File: src/rtl/r_ctrl.sv
// -----------------------------------------------------------------------------
// r_ctrl -- ingress controller for the 1x4 router.
//
// Moves one packet at a time from the input port into one of four r_fifo
// instances. The destination is taken from bits [1:0] of the header byte
// ({len[7:2], addr[1:0]}). The controller drives the per-FIFO write enables and
// the state strobes used by the input register/parity block. One read-timeout
// timer per output port generates that FIFO's soft_reset flush pulse.
//
// Ports
//   clk            rising-edge clock
//   resetn         synchronous active-low reset
//   pkt_valid      high for header and payload bytes, low on the parity byte
//   data_in        input byte; [1:0] is the destination when it is a header
//   fifo_full      full flags from r_fifo[i]
//   fifo_empty     empty flags from r_fifo[i]
//   read_enb       downstream read strobes, one per FIFO
//   parity_done    register block has captured the parity byte
//   low_pkt_valid  pkt_valid fell while the FSM was stalled on a full FIFO
//   write_enb      one-hot write enable to r_fifo[addr]
//   soft_reset     one-cycle flush pulse to r_fifo[i]
//   valid_out      ~fifo_empty[i] (combinational)
//   busy           source must hold data_in
//   detect_add .. rst_int_reg   state decodes for the register block / FIFOs
// -----------------------------------------------------------------------------
module r_ctrl #(
  parameter int DATA_WIDTH = 8,
  parameter int NUM_PORTS  = 4,
  parameter int TIMEOUT    = 30,
  parameter int TMR_W      = 5
) (
  input  logic                  clk,
  input  logic                  resetn,
  input  logic                  pkt_valid,
  input  logic [DATA_WIDTH-1:0] data_in,
  input  logic [NUM_PORTS-1:0]  fifo_full,
  input  logic [NUM_PORTS-1:0]  fifo_empty,
  input  logic [NUM_PORTS-1:0]  read_enb,
  input  logic                  parity_done,
  input  logic                  low_pkt_valid,
  output logic [NUM_PORTS-1:0]  write_enb,
  output logic [NUM_PORTS-1:0]  soft_reset,
  output logic [NUM_PORTS-1:0]  valid_out,
  output logic                  busy,
  output logic                  detect_add,
  output logic                  lfd_state,
  output logic                  ld_state,
  output logic                  laf_state,
  output logic                  full_state,
  output logic                  rst_int_reg
);

  // The port address is two bits wide; the router has exactly four FIFOs.
  localparam int ADDR_W = 2;

  typedef enum logic [2:0] {
    DECODE_ADDRESS     = 3'd0,
    LOAD_FIRST_DATA    = 3'd1,
    LOAD_DATA          = 3'd2,
    FIFO_FULL          = 3'd3,
    LOAD_AFTER_FULL    = 3'd4,
    LOAD_PARITY        = 3'd5,
    CHECK_PARITY_ERROR = 3'd6,
    WAIT_TILL_EMPTY    = 3'd7
  } state_t;

  state_t              state_q, state_d;
  logic [ADDR_W-1:0]   addr_q, addr_d;
  logic [ADDR_W-1:0]   hdr_addr;
  logic                wr;

  // Only the address field of the header matters here; the length field is
  // consumed by the register block.
  logic unused_hdr_len;
  assign unused_hdr_len = ^data_in[DATA_WIDTH-1:ADDR_W];

  assign hdr_addr  = data_in[ADDR_W-1:0];
  assign valid_out = ~fifo_empty;

  // ---------------------------------------------------------------------------
  // Read-timeout timers, one per port, independent of the FSM. A timer counts
  // consecutive cycles in which its FIFO holds data that nobody reads. On the
  // TIMEOUT-th such cycle it pulses soft_reset and starts over.
  // ---------------------------------------------------------------------------
  generate
    for (genvar gi = 0; gi < NUM_PORTS; gi++) begin : g_timer
      logic [TMR_W-1:0] timer_q, timer_d;
      logic             fire;

      always_comb begin
        timer_d = timer_q;
        fire    = 1'b0;
        if (read_enb[gi] || !valid_out[gi]) begin
          timer_d = '0;
        end else if (timer_q == TMR_W'(TIMEOUT - 1)) begin
          fire    = 1'b1;
          timer_d = '0;
        end else begin
          timer_d = timer_q + 1'b1;
        end
      end

      always_ff @(posedge clk) begin
        if (!resetn) begin
          timer_q <= '0;
        end else begin
          timer_q <= timer_d;
        end
      end

      assign soft_reset[gi] = fire;
    end
  endgenerate

  // ---------------------------------------------------------------------------
  // Packet sequencing FSM: next state
  // ---------------------------------------------------------------------------
  always_comb begin
    state_d = state_q;
    addr_d  = addr_q;

    unique case (state_q)
      DECODE_ADDRESS: begin
        if (pkt_valid) begin
          // The destination is latched only when the packet is accepted, so
          // every later state indexes the FIFO the header selected.
          addr_d  = hdr_addr;
          state_d = fifo_empty[hdr_addr] ? LOAD_FIRST_DATA : WAIT_TILL_EMPTY;
        end
      end
      LOAD_FIRST_DATA: begin
        state_d = LOAD_DATA;
      end
      LOAD_DATA: begin
        // Leave on the same cycle full is seen so FIFO_FULL never writes.
        if (fifo_full[addr_q]) begin
          state_d = FIFO_FULL;
        end else if (!pkt_valid) begin
          state_d = LOAD_PARITY;
        end
      end
      FIFO_FULL: begin
        if (!fifo_full[addr_q]) begin
          state_d = LOAD_AFTER_FULL;
        end
      end
      LOAD_AFTER_FULL: begin
        if (parity_done) begin
          state_d = DECODE_ADDRESS;
        end else if (low_pkt_valid) begin
          state_d = LOAD_PARITY;
        end else begin
          state_d = LOAD_DATA;
        end
      end
      LOAD_PARITY: begin
        state_d = CHECK_PARITY_ERROR;
      end
      CHECK_PARITY_ERROR: begin
        state_d = fifo_full[addr_q] ? FIFO_FULL : DECODE_ADDRESS;
      end
      WAIT_TILL_EMPTY: begin
        if (fifo_empty[addr_q]) begin
          state_d = LOAD_FIRST_DATA;
        end
      end
      default: begin
        state_d = DECODE_ADDRESS;
      end
    endcase

    // A flush of the destination FIFO abandons the packet in progress,
    // whatever the state would otherwise have done.
    if (state_q != DECODE_ADDRESS && soft_reset[addr_q]) begin
      state_d = DECODE_ADDRESS;
    end
  end

  always_ff @(posedge clk) begin
    if (!resetn) begin
      state_q <= DECODE_ADDRESS;
      addr_q  <= '0;
    end else begin
      state_q <= state_d;
      addr_q  <= addr_d;
    end
  end

  // ---------------------------------------------------------------------------
  // Moore outputs decoded from the current state
  // ---------------------------------------------------------------------------
  always_comb begin
    busy        = 1'b0;
    wr          = 1'b0;
    detect_add  = 1'b0;
    lfd_state   = 1'b0;
    ld_state    = 1'b0;
    laf_state   = 1'b0;
    full_state  = 1'b0;
    rst_int_reg = 1'b0;

    unique case (state_q)
      DECODE_ADDRESS: begin
        detect_add = 1'b1;
      end
      LOAD_FIRST_DATA: begin
        busy      = 1'b1;
        wr        = 1'b1;
        lfd_state = 1'b1;
      end
      LOAD_DATA: begin
        wr       = 1'b1;
        ld_state = 1'b1;
      end
      FIFO_FULL: begin
        busy       = 1'b1;
        full_state = 1'b1;
      end
      LOAD_AFTER_FULL: begin
        busy      = 1'b1;
        wr        = 1'b1;
        laf_state = 1'b1;
      end
      LOAD_PARITY: begin
        busy = 1'b1;
        wr   = 1'b1;
      end
      CHECK_PARITY_ERROR: begin
        busy        = 1'b1;
        rst_int_reg = 1'b1;
      end
      WAIT_TILL_EMPTY: begin
        busy = 1'b1;
      end
      default: begin
        detect_add = 1'b1;
      end
    endcase
  end

  assign write_enb = wr ? (NUM_PORTS'(1) << addr_q) : '0;

endmodule

File: config.mk
export PLATFORM = sky130hd
export DESIGN_NAME = r_ctrl
export DESIGN_NICKNAME = d
export VERILOG_FILES = /design/src/rtl/r_ctrl.sv
export SDC_FILE = /design/constraint.sdc
export NUM_CORES = 1
export LEC_CHECK = 0
export CAP_MARGIN = 0
export CORE_UTILIZATION = 30
export CTS_BUF_LIST = sky130_fd_sc_hd__clkbuf_16
export CTS_CLUSTER_SIZE = 25
export DETAILED_ROUTE_END_ITERATION = 10
export GPL_TIMING_DRIVEN = 0
export MAX_ROUTING_LAYER = met4
export PLACE_DENSITY_LB_ADDON = 0.05
export SLEW_MARGIN = 20
export SYNTH_ARGS = -nofsm -noshare
export SYNTH_HDL_FRONTEND = slang
export SYNTH_SLANG_ARGS = --single-unit
File: constraint.sdc
create_clock -name clk -period 2.3 [get_ports clk]
set_clock_uncertainty 0.1 [all_clocks]
set_input_delay 0.575 -clock clk [delete_from_list [all_inputs] [get_ports clk]]
set_output_delay 0.575 -clock clk [all_outputs]
set_load 0.03 [all_outputs]
# Word level (Yosys, flattened, before mapping)
# Cells that the tools add are included.
dict set report totals {
  regBits 25
  in_bits 25
  wordCells 85
}
dict set report classes {
  n_addsub 4
  order_cmp 2
  eq_ne 15
  shift 1
  muxes 35
  bitwise 2
  n_reduce_logical 20
}
# operator n
set op_table {}
lappend op_table {{3-bit two-way mux} 8}
lappend op_table {{3-bit one-hot mux with 8 select lines} 1}
lappend op_table {{5-bit by 1-bit adder with 5-bit output, second input constant} 4}
lappend op_table {{5-bit == test, second input constant} 4}
lappend op_table {{1-bit two-way mux} 20}
lappend op_table {{3-bit == test, second input constant} 4}
lappend op_table {{3-bit OR reduction} 4}
lappend op_table {{1-bit binary-select mux with 2-bit select} 4}
lappend op_table {{3-bit by 2-bit == test with 1-bit output, second input constant} 2}
lappend op_table {{2-bit by 3-bit < comparator with 1-bit output, second input constant} 2}
lappend op_table {{2-bit inequality test, second input constant} 3}
lappend op_table {{6-bit OR reduction} 1}
lappend op_table {{1-bit logical NOT} 4}
lappend op_table {{1-bit logical OR} 4}
lappend op_table {{4-bit two-way mux} 1}
lappend op_table {{4-bit inverter} 1}
lappend op_table {{4-bit AND reduction} 1}
lappend op_table {{4-bit OR reduction} 1}
lappend op_table {{1-bit by 2-bit << shifter with 4-bit output, first input constant} 1}
lappend op_table {{3-bit by 1-bit == test with 1-bit output, second input constant} 1}
lappend op_table {{3-bit logical NOT} 1}
lappend op_table {{3-bit inequality test, second input constant} 1}
lappend op_table {{3-bit nonzero test} 1}
lappend op_table {{2-bit two-way mux} 1}
lappend op_table {{4 further kinds} 4}

# Logic depth before layout (Yosys ltp)
dict set report depth {
  depth_word 8
  ltp_mapped 6
  ltp_nobuf 6
}

# Worst setup path after synthesis
# No wires, ideal clock.
dict set report synth_timing {
  kind {register to output}
  start {register state_q[1]}
  end {output port write_enb[0]}
  t_arrival_ns 1.757
  t_required_ns 1.625
  setup_slack_ns -0.132
  stages_incl_launch_ff 5
  path_buffers 2
  path_cell_list {dfxtp_1 > clkbuf_1 > clkbuf_1 > xnor2_1 > nor3b_1}
}
dict set report synth_via {
  elab_chain_len 4
  elab_cells_between_ends 7
}
# element line_no
set synth_lines {}
lappend synth_lines {{start, declared} 67} ;# state_t state_q, state_d;
lappend synth_lines {{start signal, assigned} 184} ;# state_q <= state_d;
lappend synth_lines {{3-bit == test (tied with other cells)} 202} ;# unique case (state_q)
lappend synth_lines {{4-bit OR reduction (no line) *} n/a}
lappend synth_lines {{1-bit two-way mux *} 202}
lappend synth_lines {{4-bit two-way mux *} 241} ;# assign write_enb = wr ? (NUM_PORTS'(1) << addr_q) : '0;
lappend synth_lines {{end, declared} 41} ;# output logic [NUM_PORTS-1:0] write_enb,
# Mark *: on every way between the ends. The rest lies on a longest branch, timed or not.

# Worst setup path after layout
dict set report layout_timing {
  start {input port read_enb[0]}
  end {output port soft_reset[0]}
}
dict set report layout_via {
  elab_chain_len 2
}
# element line_no
set layout_lines {}
lappend layout_lines {{start, declared} 38} ;# input logic [NUM_PORTS-1:0] read_enb,
lappend layout_lines {{1-bit logical OR} 93} ;# if (read_enb[gi] || !valid_out[gi]) begin
lappend layout_lines {{1-bit two-way mux} 93}
lappend layout_lines {{end, declared} 42} ;# output logic [NUM_PORTS-1:0] soft_reset,
# No other way between the ends.

==> impl_metrics.toml <==
[outcome]
outcome = "complete, but fails checks"
violations = "DRC"

[global_routing]
globalRouteTotalUtil_pct = 14.41
grt-ovfl-total = 0
number_of_global_route_vias_before_repair = 1223
grt_antenna_before_repair = 0
grt_first_pass_wirelength_mm = 5.540
pin_count_of_the_biggest_net_entering_global_routing = 14

[layout]
final_nets = 247
stdcell_count = 265
antenna_cells = 0
layout_fillers = 448
mostFrequentLayoutCell = "sky130_fd_sc_hd__nor2_1"
mostFrequentLayoutCells = "sky130_fd_sc_hd__nor2_1, sky130_fd_sc_hd__dfxtp_1, sky130_fd_sc_hd__nand3_1, sky130_fd_sc_hd__clkdlybuf4s50_1, sky130_fd_sc_hd__inv_1"
final_design_area_no_fill_um2 = 1952
drive_above_1_share_pct = 16.90
area_delta_synth_final_pct = 36.24

[routing]
drtIter0Drc = 60
drt_pre_antenna_iters = 7
post-route-drc-count = 4
detail_route.vias_per_cell = 4.981
routedWlPerCell_um = 12.08
detail-route-antenna-nets = 0
detail_route.wirelength_mm = 3.200
vias = 1320

[hold_path]
worstHoldPathType = "reg -> reg"
worst_hold_path.num_cells = 1

[sta]
finalHoldViolations = 0
period_share_pct = 96.96
final_max_slew_viol_count = 0
final.min_clock_period_ps = 2230
finalSetupViolations = 0
tightest_slew_ps = 377.5
max_freq_ghz = 0.4484
timing.max_slew.rel_slack_pct = 74.69
rsz0062_at_grt = "no"

[pwr]
power-per-cell-area_nw_per_um2 = 936.4
p_leak_nw = 0.8413
intPower_mw = 1.087
p_comb_share_pct = 50.6
power.sequential.fraction_pct = 28.7
ir_drop_uv = 415.8
clock_power_share_pct = 20.6
net_load_switching_power_mw = 0.7405
share_of_total_power_consumed_by_net_switching_pct = 40.52

[placed_design]
port_buffers = 37
globalplace.congestion = 0.7876
dp.cells = 262
post_dp_cell_area_um2 = 1873
estimated_wirelength_of_the_detail_placed_design_mm = 2.549

[floorplanning]
number_of_placed_i_o_pins = 44
floorplan.initialDensity_pct = 32.02
die_x_um = 71.11
rows = 24
die-height_um = 71.11
core_um2 = 4474
die_area_um2 = 5056

[logic_synthesis]
syn_inst = 173
flip_flop_and_latch_count_after_synthesis = 25
syn_nets = 206
synth.distinct_cells = 39
synth_area_per_cell_um2 = 8.281
post_synth_edffs = 0
ys.warnings.count = 0
post_synthesis_instance_area_um2 = 1433
postSynth.topFlopCell = "sky130_fd_sc_hd__dfxtp_1"
synth.yosys.seq_area_share_pct = 34.93
synthArstFlopShare_pct = 0

[critical_path]
critPathTopFamily = "buffers and inverters"
worst-endpoint-required_ps = 1620
critical-path-max-stage-delay_ps = 470
worstSetupPathDepth = 4
reg2reg_depth = 5
worstPathBufferInverterCount = 3
crit_chain = "clkdlybuf4s50_1, nor3_2, buf_4, buf_2"
critical_path_arrival_ps = 1560
timing.setup.critical_path_class = "in -> out"
worstSetupStartpointType = "input pin"
worstSetupEndpointType = "output pin"
critPathMaxFanout = 3
worst_path_max_delay_cell = "sky130_fd_sc_hd__clkdlybuf4s50_1"

[run]
cap_violations = 0

[cts]
cts_tree = "yes"
cts-root-to-sink-buffers = 2
clock-sinks = 25
clk-insertion-delay-late_ps = 260
clockRootBuffer = "sky130_fd_sc_hd__clkbuf_16"
clk_pin_slew_worst_paths_ps = 60
tritoncts.num_buffers = 3
cts_setup_buffers = 0
htreeDepth = 1
==> metrics by stage <==
stage	power, mW	setup TNS, ps	hold slack, ps	worst slack, ps	util (%)
6_report	1.828	0	362.2	69.83	43.62
5_1_grt	1.947	0	414.5	13.26	43.62
4_1_cts	1.871	0	368.3	7.215	43.76
3_5_place_dp	1.468	-5291	353.1	-495.5	41.86
3_3_place_gp	1.459	-4971	347.9	-487.4	41.86
2_1_floorplan	1.155	0	333.4	157.1	-
==> synthesized netlist by cell type, types with 5 or more instances <==
| cell type | number | share of area (%) |
|---|---|---|
| sky130_fd_sc_hd__nor2_1 | 32 | 8.4 |
| sky130_fd_sc_hd__dfxtp_1 | 25 | 35 |
| sky130_fd_sc_hd__nand3_1 | 14 | 4.9 |
| sky130_fd_sc_hd__inv_1 | 12 | 3.1 |
| sky130_fd_sc_hd__nand2_1 | 9 | 2.4 |
| sky130_fd_sc_hd__ha_1 | 8 | 7.0 |
| sky130_fd_sc_hd__xor2_1 | 8 | 4.9 |
| sky130_fd_sc_hd__nor3_1 | 6 | 2.1 |
| sky130_fd_sc_hd__xnor2_1 | 5 | 3.1 |
==> worst reg2reg max path, delay by kind of cell (launching register included) <==
family,cells,cell delay (ps)
muxes,1,570
AOI/OAI and AO/OA,3,710
buffers and inverters,1,130
DFF,1,320
==> cells by family after synthesis <==
| logic type | after synthesis | share of synthesized area (%) |
|---|---|---|
| buf+inv | 22 | 7.423 |
| fa+ha+maj | 8 | 6.987 |
| flops | 25 | 34.93 |
| mux | 4 | 4.716 |
| simple gates | 84 | 29.26 |
| xor+xnor | 13 | 7.948 |
| compound gates | 17 | 8.734 |
==> per-layer routing <==
layer | share of wire [%] | track usage (%) | up-vias
li1 | - | - | 671
met1 | 48 | 17.67 | 604
met2 | 44 | 23.61 | 41
met3 | 7.3 | 3.561 | 4
met4 | 1.1 | 4.000 | 0
met5 | 0 | - | -
==> cell type report <==
type / count / area [um^2] / area share (%)
clock inverters: 1 / 3.754 / 0.1923
multi-input cells: 126 / 855.8 / 43.85
plain buffers: 9 / 75.07 / 3.846
flip-flops and latches: 25 / 503.0 / 25.77
inverters: 12 / 45.04 / 2.308
repair buffers: 37 / 329.1 / 16.86
well taps: 52 / 65.06 / 3.333
clock buffers: 3 / 75.07 / 3.846
==> sequential cells by signal, indices dropped and copies added, names as in the netlist <==
signal / cells
state_q: 3
g_timer.timer_q: 20
addr_q: 2
==> power by group through the flow <==
| stage | sequential, mW | combinational [mW] | clock, mW |
|---|---|---|---|
| final | 0.525 | 0.926 | 0.377 |
| after global routing | 0.535 | 1.00 | 0.412 |
| after CTS | 0.524 | 0.948 | 0.398 |
| after detailed placement | 0.512 | 0.956 | 0 |
| after global placement | 0.512 | 0.947 | 0 |
| after floorplan | 0.505 | 0.649 | 0 |
==> timing repair <==
item / CTS / global route
gates resized for setup: 57 / 11
hold buffers: 0 / 0
endpoints found under the setup margin: 19 / 9
==> path summary, 6_finish.rpt <==
kind	start	end	slack (ps)
max	read_enb[0]	soft_reset[0]	70
min	g_timer[2].timer_q[0]	g_timer[2].timer_q[0]	360
max reg2reg	addr_q[0]	state_q[1]	340
min reg2reg	g_timer[2].timer_q[0]	g_timer[2].timer_q[0]	360
(Power assumes the default switching activity.)
